--- config.mk ---
export PLATFORM = sky130hd
export DESIGN_NAME = face_fetch
export DESIGN_NICKNAME = d
export VERILOG_FILES = /design/src/rtl/face_fetch.sv
export SDC_FILE = /design/constraint.sdc
export NUM_CORES = 1
export LEC_CHECK = 0
export BUFFER_PORTS_ARGS = -buffer_cell sky130_fd_sc_hd__clkbuf_2
export CAP_MARGIN = 30
export CORE_MARGIN = 1.5
export CORE_UTILIZATION = 35
export CTS_BUF_LIST = sky130_fd_sc_hd__clkbuf_4
export DETAILED_ROUTE_END_ITERATION = 10
export PLACE_DENSITY_LB_ADDON = 0.05
export REMOVE_ABC_BUFFERS = 1
export SLEW_MARGIN = 30
export SYNTH_ARGS = -nofsm -noshare
export SYNTH_HDL_FRONTEND = slang
export SYNTH_SLANG_ARGS = --single-unit
--- constraint.sdc ---
create_clock -name i_clk -period 6.4 [get_ports i_clk]
set_input_delay 0 -clock i_clk [delete_from_list [all_inputs] [get_ports i_clk]]
set_output_delay 0 -clock i_clk [all_outputs]
set_load 0.01 [all_outputs]
--- src/rtl/face_fetch.sv ---
// Purpose : streams faces 0..FACES-1 from a 1-cycle synchronous object memory
//           into a 3-entry FIFO, presented downstream on valid/ready with
//           index and last tags.
// Latency : start in cycle 0 -> read of addr 0 in cycle 1 -> face 0 valid in cycle 3.
// Backpressure: reads are issued only while FIFO occupancy plus the in-flight
//           read is below 3, so the FIFO never overflows.
// Ports   : i_clk/i_rst_n (async active-low), i_start -> o_busy/o_done;
//           o_mem_rd_en/o_mem_addr/i_mem_data memory read port;
//           o_face_out/o_face_idx/o_face_last/o_face_valid/i_face_ready downstream.
module face_fetch #(
  parameter int FACES  = 92,
  parameter int ADDR_W = 7,
  parameter int FACE_W = 32
) (
  input  logic              i_clk,
  input  logic              i_rst_n,
  input  logic              i_start,
  output logic              o_busy,
  output logic              o_done,
  output logic              o_mem_rd_en,
  output logic [ADDR_W-1:0] o_mem_addr,
  input  logic [FACE_W-1:0] i_mem_data,
  output logic [FACE_W-1:0] o_face_out,
  output logic [ADDR_W-1:0] o_face_idx,
  output logic              o_face_last,
  output logic              o_face_valid,
  input  logic              i_face_ready
);

  localparam logic [ADDR_W-1:0] LAST_IDX = ADDR_W'(FACES - 1);

  typedef enum logic [1:0] {S_IDLE, S_FETCH, S_DRAIN} state_t;

  typedef struct packed {
    logic [FACE_W-1:0] face;
    logic [ADDR_W-1:0] idx;
    logic              last;
  } entry_t;

  state_t            r_state;
  state_t            w_state_nxt;
  logic [ADDR_W-1:0] r_cntr;      // next address to issue
  logic [ADDR_W-1:0] r_addr;      // last issued address; tags the returning face
  logic              r_inflight;  // a read was issued last cycle
  logic [1:0]        r_occ;
  logic [1:0]        r_wr_ptr;
  logic [1:0]        r_rd_ptr;
  entry_t            r_fifo [3];

  logic              w_credit_ok;
  logic              w_drained;
  logic              w_start_ok;
  logic              w_push;
  logic              w_pop;
  entry_t            w_entry;
  entry_t            w_head;

  // Credit check uses only registered state, so face_ready never reaches
  // the memory read strobe combinationally.
  assign w_credit_ok = (({1'b0, r_occ} + {2'b00, r_inflight}) < 3'd3);
  assign w_drained   = (r_occ == 2'd0) && !r_inflight;
  // A start in the done cycle launches the next sweep immediately.
  assign w_start_ok  = i_start && ((r_state == S_IDLE) || o_done);

  // ---------------- FSM: state register ----------------
  always_ff @(posedge i_clk or negedge i_rst_n) begin
    if (!i_rst_n) begin
      r_state <= S_IDLE;
    end else begin
      r_state <= w_state_nxt;
    end
  end

  // ---------------- FSM: next state ----------------
  always_comb begin
    w_state_nxt = r_state;
    case (r_state)
      S_IDLE:  if (i_start) w_state_nxt = S_FETCH;
      S_FETCH: if (o_mem_rd_en && (r_cntr == LAST_IDX)) w_state_nxt = S_DRAIN;
      S_DRAIN: if (w_drained) w_state_nxt = i_start ? S_FETCH : S_IDLE;
      default: w_state_nxt = S_IDLE;
    endcase
  end

  // ---------------- FSM: outputs ----------------
  always_comb begin
    o_busy      = 1'b0;
    o_done      = 1'b0;
    o_mem_rd_en = 1'b0;
    case (r_state)
      S_FETCH: begin
        o_busy      = 1'b1;
        o_mem_rd_en = w_credit_ok;
      end
      S_DRAIN: begin
        o_busy = !w_drained;
        o_done = w_drained;
      end
      default: ;
    endcase
  end

  // Address holds the last issued value while no read is being issued.
  assign o_mem_addr = o_mem_rd_en ? r_cntr : r_addr;

  // ---------------- read counter / in-flight tracking ----------------
  always_ff @(posedge i_clk or negedge i_rst_n) begin
    if (!i_rst_n) begin
      r_cntr     <= '0;
      r_addr     <= '0;
      r_inflight <= 1'b0;
    end else begin
      r_inflight <= o_mem_rd_en;
      if (w_start_ok) begin
        r_cntr <= '0;
        r_addr <= '0;
      end else if (o_mem_rd_en) begin
        r_cntr <= r_cntr + ADDR_W'(1);
        r_addr <= r_cntr;
      end
    end
  end

  // ---------------- 3-entry FIFO ----------------
  function automatic logic [1:0] ptr_inc(input logic [1:0] p);
    return (p == 2'd2) ? 2'd0 : p + 2'd1;
  endfunction

  assign w_push       = r_inflight;
  assign w_pop        = o_face_valid && i_face_ready;
  assign w_entry.face = i_mem_data;
  assign w_entry.idx  = r_addr;
  assign w_entry.last = (r_addr == LAST_IDX);

  always_ff @(posedge i_clk or negedge i_rst_n) begin
    if (!i_rst_n) begin
      r_occ    <= 2'd0;
      r_wr_ptr <= 2'd0;
      r_rd_ptr <= 2'd0;
    end else begin
      if (w_push) r_wr_ptr <= ptr_inc(r_wr_ptr);
      if (w_pop)  r_rd_ptr <= ptr_inc(r_rd_ptr);
      case ({w_push, w_pop})
        2'b10:   r_occ <= r_occ + 2'd1;
        2'b01:   r_occ <= r_occ - 2'd1;
        default: r_occ <= r_occ;
      endcase
    end
  end

  // Storage needs no reset: entries are only observable while occupied.
  always_ff @(posedge i_clk) begin
    if (w_push) r_fifo[r_wr_ptr] <= w_entry;
  end

  assign w_head       = r_fifo[r_rd_ptr];
  assign o_face_valid = (r_occ != 2'd0);
  assign o_face_out   = o_face_valid ? w_head.face : '0;
  assign o_face_idx   = o_face_valid ? w_head.idx  : '0;
  assign o_face_last  = o_face_valid ? w_head.last : 1'b0;

  a_no_overflow: assert property (@(posedge i_clk) disable iff (!i_rst_n)
    !(w_push && !w_pop && (r_occ == 2'd3)));

endmodule

======== After elaboration in Yosys (flattened, before gate mapping) ========
Memories as Yosys holds them, arrays and structs flattened.
Index checks and enable logic that the tools add are counted.
Widths: inputs -> output; s select.
storage, ports and cells
  flip-flop bits (word level) ............. 23
  RAM bits ................................ 120
  input bits .............................. 36
  memories kept ........................... 1
operators by class
  add/sub/neg operators ................... 6
  $lt $le $gt $ge ......................... 1
  equality and inequality tests ........... 11
  multiplexer cells ....................... 20
  reductions and logical operators ........ 13
memories
  memory  depth  width  read ports  clocked after memory_dff  write ports  line  source
  r_fifo  3      40     1           0                         1            48    entry_t r_fifo [3];
operator list
  cell                 number
  $mux 7               5
  $mux 32              1
  $eq 7x7->1 const B   2
  $mux 2               5
  $eq 2x2->1 const B   4
  $add 7x1->7 const B  1
  $add 2x1->2 const B  3
  $mux 1               6
  $ne 2x2->1 const B   3
  $pmux 2 s3           1
  $reduce_bool 2->1    3
  $eq 2x1->1 const B   2
  $logic_and 1x1->1    4
  $logic_not 2->1      2
  $pmux 2 s2           1
  $add 2x1->3          1
  $lt 3x2->1 const B   1
  $reduce_and 3->1     1
  $logic_not 1->1      2
  $pmux 1 s2           1
  $sub 2x1->2 const B  1
  $logic_or 1x1->1     1

======== Depth between registers and ports, before layout ========
Gate-level depths: netlist (run 1).
  word-level depth ........................ 6
  gate-level depth with buffers ........... 8
  gate-level depth less buffers ........... 8

======== Least setup slack after synthesis (run 1) ========
Ideal clock, no wire load.
  kind .................................... flip-flop to flip-flop
  start point ............................. reg r_inflight
  end point ............................... mem r_fifo[1][0] in the netlist's numbering (enable)
  arrival ................................. 3.541 ns
  setup slack ............................. 2.361 ns
  stages on the path, launching flop included .. 3
  path buffers ............................ 0
  clock period less this slack ............ 4.039 ns
  cells stage by stage .................... dfrtp_1 inv_1 nor3b_1
on the way
  longest elaborated chain between the ends .. 2
ends and longest elaborated chain
  what                          line  source
  start: declaration            44    logic r_inflight;
  start signal: assignment      113   r_inflight <= o_mem_rd_en;
  $mux 1                        153   if (w_push) r_fifo[r_wr_ptr] <= w_entry;
  $mux 1 (implied by the code)  153
  end: declaration              48
Every way passes these cells.

======== Worst setup path after layout (run 1) ========
  start point ............................. reg r_occ[0]
  end point ............................... out o_mem_addr[5]
on the way
  longest elaborated chain between the ends .. 4
ends and longest elaborated chain
  what                      line  source
  start: declaration        45    logic [1:0] r_occ;
  start signal: assignment  144   2'b10: r_occ <= r_occ + 2'd1;
  start signal: assignment  145   2'b01: r_occ <= r_occ - 2'd1;
  start signal: assignment  146   default: r_occ <= r_occ;
  $add 2x1->3               60    assign w_credit_ok = (({1'b0, r_occ} + {2'b00, r_inflight}) < 3'd3);
  $lt 3x2->1                60
  $mux 1                    90    case (r_state)
  $mux 7                    -
  end: declaration          21    output logic [ADDR_W-1:0] o_mem_addr,
Every way passes these cells.

==> results of run 1 <==
-- worst paths after layout --
check / endpoint / from / slack, ns / cells after the start
worst max-delay path: o_mem_addr[5] / r_occ[0] / 3.77 / 6
worst min-delay path: r_addr[5] / i_rst_n / 0.04 / 3
worst max register to register: r_addr[4] / r_occ[0] / 4.18 / 6
worst min register to register: r_fifo[2][7] / r_addr[6] / 0.56 / 0
max in group asynchronous: r_rd_ptr[0] / i_rst_n / 5.97 / 3
min in group i_clk: r_fifo[2][21] / i_mem_data[13] / 0.20 / 2
-- logic make-up (layout without fill, tap and decap cells) --
| kind of cell | count (synthesis) | count (layout) |
|---|---|---|
| adder cells (fa/ha/maj) | 9 | 9 |
| multiplexers | 49 | 49 |
| AO/OA/AOI/OAI | 52 | 52 |
| flip-flops | 143 | 143 |
| other | 0 | 1 |
| XOR/XNOR | 9 | 9 |
| buffers and inverters | 26 | 166 |
| AND/OR/NAND/NOR | 125 | 125 |
-- metrics by stage --
stage,power (uW),hold WS (ns)
final,3068,0.04076
after global routing,3289,0.03892
after CTS,3128,0.1543
after detailed placement,2397,0.03149
after global placement,2384,0.02662
after floorplan,1995,-0.2956
-- metal layers --
metal	vias to the layer above	wire (um)
li1	1749	-
met3	15	367
met1	1680	5214
met2	65	5895
met4	0	158
met5	-	0
-- worst reg2reg max path: stages, from the launching register on --
cell      delay [ns]
dfrtp_1         0.50
ha_1            0.24
ha_1            0.19
nand2b_1        0.29
nor2_4          0.36
mux2_2          0.39
and2_1          0.16
-- power breakdown --
group	total (uW)	switching (uW)	internal, uW	leakage (uW)
clock	705	312	393	0.000189
combinational	1070	647	427	0.00126
sequential	1290	106	1180	0.00140
total	3070	1070	2000	0.00285
-- repair_timing --
item                                   CTS  global route
resized for setup                        0             0
hold buffers                            36             0
endpoints found under the hold margin  138             0
setup buffers                            0             0
-- placed cells by master (no fill, tap or decap), drive strengths merged, types with 7 or more instances in the layout --
cell type / synthesis / routed
nand2: 8 / 8
dfrtp: 23 / 23
clkbuf: 13 / 105
buf: 7 / 7
a21oi: 43 / 43
edfxtp: 120 / 120
dlygate4sd3: 0 / 35
mux2i: 40 / 40
nor2: 93 / 93
xnor2: 8 / 8
and2: 8 / 8
ha: 9 / 9
mux2: 9 / 9
-- registers in the layout, indices dropped and copies added, names as in the netlist --
| register | count |
|---|---|
| r_cntr | 7 |
| r_rd_ptr | 2 |
| r_wr_ptr | 2 |
| r_occ | 2 |
| r_fifo | 120 |
| r_inflight | 1 |
| r_addr | 7 |
| r_state | 2 |
-- final cells by class --
| cell class | count | area (um^2) |
|---|---|---|
| Clock buffer | 19 | 142.6 |
| Antenna cell | 1 | 2.502 |
| Fill cell | 1500 | 8842 |
| Multi-Input combinational cell | 244 | 1548 |
| Tap cell | 216 | 270.3 |
| Inverter | 6 | 22.52 |
| Sequential cell | 143 | 4182 |
| Clock inverter | 13 | 217.7 |
| Timing Repair Buffer | 128 | 830.8 |
==> results.json, run 1 <==
{
  "status": "finished, final reports clean",
  "synth-seq-cells": 143,
  "critical_path_peak_fanout": 11,
  "grt-ovfl-total": 0,
  "drive_gt1_frac": 0.2495,
  "path_clk_slew_ns": 0.11,
  "synth_edf_count": 120,
  "root_buffer": "clkbuf_4",
  "synth_top_family_by_area": "simple AND/OR/NAND/NOR gates",
  "hp-class": "in -> async",
  "fmax_ghz": 0.3805,
  "leakagePower_uw": 0.002849,
  "fin_skew_ns": 0.008608,
  "htree_num_levels": 4,
  "core_um2": 16060,
  "avgSynthCellArea_um2": 14.08,
  "synth.area.top_cells": "edfxtp_1, dfrtp_1, mux2i_1",
  "yosysTopAreaCellShare": 0.6198,
  "grt_max_degree": 66,
  "io-pin-count": 87,
  "row_count": 46,
  "slew_violations": 0,
  "crit_path_max_incr_delay_ns": 0.50,
  "crit_chain": "ha_1 -> ha_1 -> nand2b_1 -> nor2_4 -> mux2_2 -> clkbuf_2",
  "max-vdd-ir-drop_mv": 0.1951,
  "finalHoldViolations": 0,
  "globalRoute.busiestLayer": "met2",
  "ant_nets": 0,
  "routed_wl_um": 11640,
  "syn_area_um2": 5814,
  "grtUsageMet1": 0.1715,
  "fin_area_um2": 7216,
  "place_area_um2": 6497,
  "layout_setup_ws_ns": 3.772,
  "grt_use_met3": 0.04383,
  "synth_top_cell_by_area": "edfxtp_1",
  "ys_seq_area_frac": 0.7187,
  "crit_type": "reg -> out",
  "ys.warnings.count": 0,
  "tns_ns": 0,
  "grt_pass1_vias": 3610,
  "placedCellCount": 701,
  "setup_viol": 0,
  "cts_buffers": 17,
  "cts_tree": "done",
  "worstPathArrival_ns": 2.63,
  "dpl_worst_slack_ns": 4.196,
  "cp.required_ns": 6.40,
  "start_util": 0.3621,
  "synth_cells": 413,
  "grt_pass1_wl_um": 18930,
  "worst_pin_slew_ns": 0.7695,
  "rsz0062_at_grt": "false",
  "instances_no_fill": 770,
  "synth.most_common_cell": "edfxtp_1",
  "area_delta_synth_final_pct": 24.10,
  "startpoint_type": "register",
  "die_w_um": 131.9,
  "hpwl_um": 7053,
  "cp_top_family": "simple AND/OR/NAND/NOR gates",
  "grtUsageMet2": 0.2426,
  "gp_congestion": 0.7413,
  "clk_latency_ns": 0.54,
  "via_per_inst": 4.557,
  "synth_cell_types": 29,
  "vias": 3509,
  "postLayoutCoreUtil": 0.4494,
  "drc": 0,
  "worst_path_max_delay_cell": "dfrtp_1",
  "max_slew_margin": 0.4842,
  "die_y_um": 131.9,
  "detail_route.first_pass.iterations": 4,
  "final_net_count": 585,
  "grt_usage": 0.1431,
  "synth_common_cells": "edfxtp_1, nor2_1, a21oi_1",
  "wl_per_cell_um": 15.11,
  "powerDensity_nw_per_um2": 425.2,
  "synthAdderAreaFrac": 0.01937,
  "period_minus_slack_ns": 2.628,
  "crit_path_end_kind": "output pin",
  "maxCapViolations": 0,
  "synthArstFlopShare": 0.1608,
  "synth_mux_area_frac": 0.08629,
  "synth_xor_area_frac": 0.01356,
  "portBuffers": 86,
  "cpMostUsedCell": "ha_1",
  "synthSimpleGateAreaFrac": 0.09361,
  "drt-initial-drc-count": 169,
  "numClockSinks": 143,
  "post-route-period-util": 0.4107,
  "worstPathBufferInverterCount": 1,
  "synth_compound_area_frac": 0.04906,
  "clock_path_buffers": 2,
  "die-area_um2": 17400,
  "antenna_found_initial": 1,
  "ys.flop_type": "edfxtp_1"
}
No activity file was read; power rests on OpenSTA's default activity.
==> inputs of run 2 (changes only) <==
Clock period 6.4 ns to 2.7 ns, I/O delays scaled along.
==> results.json, run 2 (synthesis results as in run 1) <==
{
  "status": "finished, final reports clean",
  "clk_latency_ns": 0.53,
  "fin_skew_ns": 0.01340,
  "nFillCells": 1516,
  "drt-met1-wl_um": 5518,
  "pwr-share-clk": 0.205,
  "top_layer_used": "met4",
  "drc": 0,
  "core_um2": 16060,
  "via_per_inst": 4.648,
  "r2r_slack_ns": 0.55,
  "p_sw_frac": 0.3561,
  "detail_route.first_pass.iterations": 6,
  "routed_wl_um": 11940,
  "worst_pin_slew_ns": 0.6192,
  "regArea_um2": 4182,
  "grt_pass1_vias": 3662,
  "antenna_found_initial": 1,
  "postLayoutCoreUtil": 0.4543,
  "ff2ff_path_depth": 6,
  "die-area_um2": 17400,
  "rr_startpoint": "r_occ[0]",
  "ant_nets": 0,
  "grt_max_degree": 41,
  "rsz0062_at_grt": "false",
  "cts_tree": "done",
  "final_cell_mix": "edfxtp_1, nor2_1, clkbuf_2, a21oi_1, mux2i_1",
  "wl_per_cell_um": 15.35,
  "cp.required_ns": 2.70,
  "die_w_um": 131.9,
  "grt_usage": 0.1433,
  "final_net_count": 593,
  "multi_input_area_um2": 1563,
  "final_common_cell": "edfxtp_1",
  "start_util": 0.3621,
  "cp_top_family": "flip-flops",
  "worstSetupStartpoint": "r_occ[0]",
  "tns_ns": 0,
  "die_y_um": 131.9,
  "post-route-period-util": 0.9233,
  "regMostFlops": "r_fifo",
  "r2r-end": "r_state[1]",
  "cts_buffers": 17,
  "worst_path_max_delay_cell": "dfrtp_1",
  "dpl_worst_slack_ns": 0.5325,
  "layout_setup_ws_ns": 0.2071,
  "portBuffers": 86,
  "worstPathArrival_ns": 2.49,
  "p_seq_frac": 0.426,
  "htree_num_levels": 4,
  "gp_congestion": 0.7517,
  "drt-initial-drc-count": 188,
  "vias": 3616,
  "setup_viol": 0,
  "grt_pass1_wl_um": 18980,
  "wl_met2_um": 5853,
  "comb_power_share": 0.369,
  "finalHoldViolations": 0,
  "period_minus_slack_ns": 2.493,
  "startpoint_type": "register",
  "internal_power_uw": 4666,
  "hp-start": "i_mem_data[14]",
  "maxCapViolations": 0,
  "crit_chain": "ha_1 -> ha_1 -> and2_2 -> nor2_4 -> mux2_2 -> clkbuf_2",
  "crit_type": "reg -> out",
  "max-vdd-ir-drop_mv": 0.4324,
  "powerDensity_nw_per_um2": 993.2,
  "crit_path_max_incr_delay_ns": 0.49,
  "hpwl_um": 7194,
  "hp-class": "in -> reg",
  "cpMostUsedCell": "ha_1",
  "numClockSinks": 143,
  "grt-ovfl-total": 0,
  "whs_path_depth": 2,
  "io-pin-count": 87,
  "row_count": 46,
  "whs_ns": 0.2117,
  "crit_path_end_kind": "output pin",
  "reg.largest.list": "r_fifo (120), r_addr (7), r_cntr (7)",
  "worstPathBufferInverterCount": 1,
  "critical_path_peak_fanout": 9,
  "timing.hold.worst_endpoint": "r_fifo[1][22]",
  "p_sw_uw": 2580,
  "clock_path_buffers": 2,
  "path_clk_slew_ns": 0.11,
  "area_delta_synth_final_pct": 25.48,
  "drive_gt1_frac": 0.2656,
  "root_buffer": "clkbuf_4",
  "wl_met3_um": 384,
  "max_slew_margin": 0.5872,
  "slew_violations": 0,
  "largest_reg_flops": 120,
  "leakagePower_uw": 0.002886,
  "placedCellCount": 705,
  "fmax_ghz": 0.4011,
  "instances_no_fill": 778
}
==> run 2: area by class of cell <==
cell class,instances,share of cell area
clock inverter,12,0.02298
timing repair buffer,135,0.1286
tap,216,0.03704
antenna,1,0.0003430
sequential,143,0.5731
inverter,6,0.003087
clock buffer,20,0.02058
multi-input combinational,245,0.2142
==> run 2: what timing repair did <==
item	4_1_cts	5_1_grt
resized for setup	0	3
endpoints found under the hold margin	138	0
setup endpoints to repair	0	7
setup buffers	0	2
hold buffers	37	0
==> run 2: power by group through the flow <==
stage                     clock, uW  sequential (uW)  combinational, uW
final                          1490             3090               2670
after global routing           1640             3140               3000
after CTS                      1550             3090               2690
after detailed placement          0             3140               2640
after global placement            0             3130               2610
after floorplan                   0             3190               1540
==> run 2: how the worst max path moves through the flow <==
stage | endpoint | slack, ns | cells after the start
after floorplan | r_fifo[1][0] | -1.34 | 2
after global placement | r_addr[4] | 0.58 | 6
after detailed placement | r_addr[3] | 0.53 | 6
after CTS | o_mem_addr[0] | 0.04 | 6
after global routing | o_mem_addr[5] | 0.03 | 6
final | o_mem_addr[0] | 0.21 | 6
==> run 2: metal layers <==
metal | vias up | global-route usage
met2 | 63 | 0.2344
met3 | 11 | 0.03729
met4 | 0 | 0.06111
met1 | 1778 | 0.1803
li1 | 1764 | -
met5 | - | 0
==> run 2: stage by stage <==
stage	cell area, um^2	power [uW]
floorplan	5724	4728
global placement	6565	5739
detailed placement	6565	5775
CTS	7263	7326
global route	7296	7779
finish	7296	7246
==> inputs of run 3 (changes only) <==
Settings changed: ABC_AREA set to 1, SLEW_MARGIN 30 to unset.
==> results.json, run 3 <==
{
  "post-route-period-util": 0.8322,
  "layout_setup_ws_ns": 0.4531,
  "max-vdd-ir-drop_mv": 0.5023,
  "yosysTopAreaCellShare": 0.5873,
  "die_w_um": 135.4,
  "io-pin-count": 87,
  "start_util": 0.3560,
  "worst_path_max_delay_cell": "dfrtp_1",
  "dpl_worst_slack_ns": 0.8528,
  "crit_path_end_kind": "output pin",
  "avgSynthCellArea_um2": 11.20,
  "crit_path_max_incr_delay_ns": 0.45,
  "die-area_um2": 18330,
  "vias": 4212,
  "antenna_found_initial": 1,
  "cpMostUsedCell": "ha_1",
  "largest_reg_flops": 120,
  "gp_congestion": 0.7660,
  "maxCapViolations": 0,
  "cts_resized": 0,
  "instances_no_fill": 907,
  "synth_compound_area_frac": 0.01713,
  "cp.required_ns": 2.70,
  "via_per_inst": 4.644,
  "critical_path_peak_fanout": 19,
  "synth_top_family_by_area": "simple AND/OR/NAND/NOR gates",
  "hpwl_um": 7265,
  "routed_wl_um": 13490,
  "synthSimpleGateAreaFrac": 0.1992,
  "clk_latency_ns": 0.53,
  "cp_top_family": "adder cells",
  "crit_chain": "ha_1 -> ha_1 -> nand2_1 -> nand3_4 -> o21ai_0 -> clkbuf_2",
  "setup_viol": 0,
  "synth.area.top_cells": "edfxtp_1, nand3_1, dfrtp_1",
  "placedCellCount": 837,
  "core_um2": 17240,
  "place_area_um2": 6704,
  "nFillCells": 1694,
  "wl_per_cell_um": 14.87,
  "fin_area_um2": 7318,
  "syn_area_um2": 6136,
  "ant_nets": 0,
  "period_minus_slack_ns": 2.247,
  "worstPathBufferInverterCount": 1,
  "path_clk_slew_ns": 0.12,
  "numClockSinks": 143,
  "synth.most_common_cell": "nand3_1",
  "detail_route.first_pass.iterations": 6,
  "fmax_ghz": 0.4451,
  "startpoint_type": "register",
  "worstPathArrival_ns": 2.25,
  "max_slew_margin": 0.3726,
  "final_common_cell": "nand3_1",
  "grt_usage": 0.1568,
  "area_delta_synth_final_pct": 19.27,
  "synth_mux_area_frac": 0,
  "synthArstFlopShare": 0.1608,
  "portBuffers": 86,
  "drive_gt1_frac": 0.2041,
  "grt_pass1_vias": 4028,
  "worst_pin_slew_ns": 0.9397,
  "slew_violations": 0,
  "reg.largest.list": "r_fifo (120), r_addr (7), r_cntr (7)",
  "grt-ovfl-total": 0,
  "htree_num_levels": 4,
  "synth_cells": 548,
  "synthAdderAreaFrac": 0.01835,
  "ys.flop_type": "edfxtp_1",
  "grt_max_degree": 84,
  "final_cell_mix": "nand3_1, edfxtp_1, nand2_1, clkbuf_2, inv_1",
  "ys.warnings.count": 0,
  "grt_pass1_wl_um": 21380,
  "status": "finished, final reports clean",
  "die_y_um": 135.4,
  "synth-seq-cells": 143,
  "row_count": 48,
  "rsz0062_at_grt": "false",
  "synth_cell_types": 27,
  "drt-initial-drc-count": 221,
  "power.total_uw": 6971,
  "synth_xor_area_frac": 0.004282,
  "cts_tree": "done",
  "whs_ns": 0.2061,
  "finalHoldViolations": 0,
  "synth_edf_count": 120,
  "leakagePower_uw": 0.003225,
  "hp-class": "in -> reg",
  "final_net_count": 713,
  "ys_seq_area_frac": 0.6811,
  "root_buffer": "clkbuf_4",
  "powerDensity_nw_per_um2": 952.6,
  "crit_type": "reg -> out",
  "regMostFlops": "r_fifo",
  "fin_skew_ns": 0.01343,
  "synth_top_cell_by_area": "edfxtp_1",
  "cts_buffers": 17,
  "synth_common_cells": "nand3_1, edfxtp_1, nand2_1",
  "drc": 0,
  "clock_path_buffers": 2
}
## run 3: changes by cell type after synthesis, sizes merged, moves of 10 or more
cell,delta
a21oi,-41
buf,+18
inv,+67
mux2i,-40
nand2,+112
nand3,+129
nor2,-79
o21ai,+10
## run 3: final cells by class
type	instances	area, um^2	area share
Sequential cell	143	4182	0.5714
Multi-Input combinational cell	303	1481	0.2024
Timing Repair Buffer	130	863.3	0.1180
Tap cell	225	281.5	0.03847
Inverter	73	276.5	0.03778
Clock buffer	17	127.6	0.01744
Clock inverter	15	103.9	0.01419
Antenna cell	1	2.502	0.0003419
## run 3: repair_timing
item | 4_1_cts | 5_1_grt
buffers inserted | 0 | 0
endpoints found under the hold margin | 138 | 0
hold buffers | 37 | 0
## run 3: per-stage QoR
stage / utilization / TNS [ns]
after global routing: 0.4246 / 0
after detailed placement: 0.3889 / 0
after global placement: 0.3889 / 0
final: 0.4246 / 0
after CTS: 0.4244 / 0
after floorplan: - / -125.20
## run 3: path summary, 6_finish.rpt
| check | end | depth (start not counted) | start | slack, ns |
|---|---|---|---|---|
| setup / recovery | o_mem_addr[3] | 6 | r_occ[0] | 0.45 |
| hold / removal | r_fifo[2][27] | 2 | i_mem_data[19] | 0.21 |
| setup reg to reg | r_state[1] | 10 | r_occ[0] | 0.85 |
| hold reg to reg | r_occ[1] | 1 | r_occ[1] | 0.54 |
| max in group asynchronous | r_rd_ptr[1] | 4 | i_rst_n | 2.03 |
| min in group asynchronous | r_cntr[1] | 4 | i_rst_n | 0.50 |
## run 3: cell families (layout without fill, tap and decap cells)
kind of cell / Yosys count / after routing
compound gates: 19 / 19
xor+xnor: 3 / 3
fa+ha+maj: 9 / 9
buf+inv: 102 / 235
flops: 143 / 143
other cells: 0 / 1
simple gates: 272 / 272
## run 3: power breakdown
part	switching, uW	leakage (uW)	internal (uW)	total [uW]
Clock	727	0.000130	432	1160
Combinational	1920	0.00169	938	2860
Sequential	161	0.00140	2790	2960
## run 3: metal layers
layer / track usage / vias to the layer above / part of all wire
met5: 0 / - / 0
met4: 0.06392 / 0 / 0.012
met3: 0.03629 / 13 / 0.040
met2: 0.2531 / 87 / 0.49
met1: 0.2045 / 2021 / 0.46
li1: - / 2091 / -
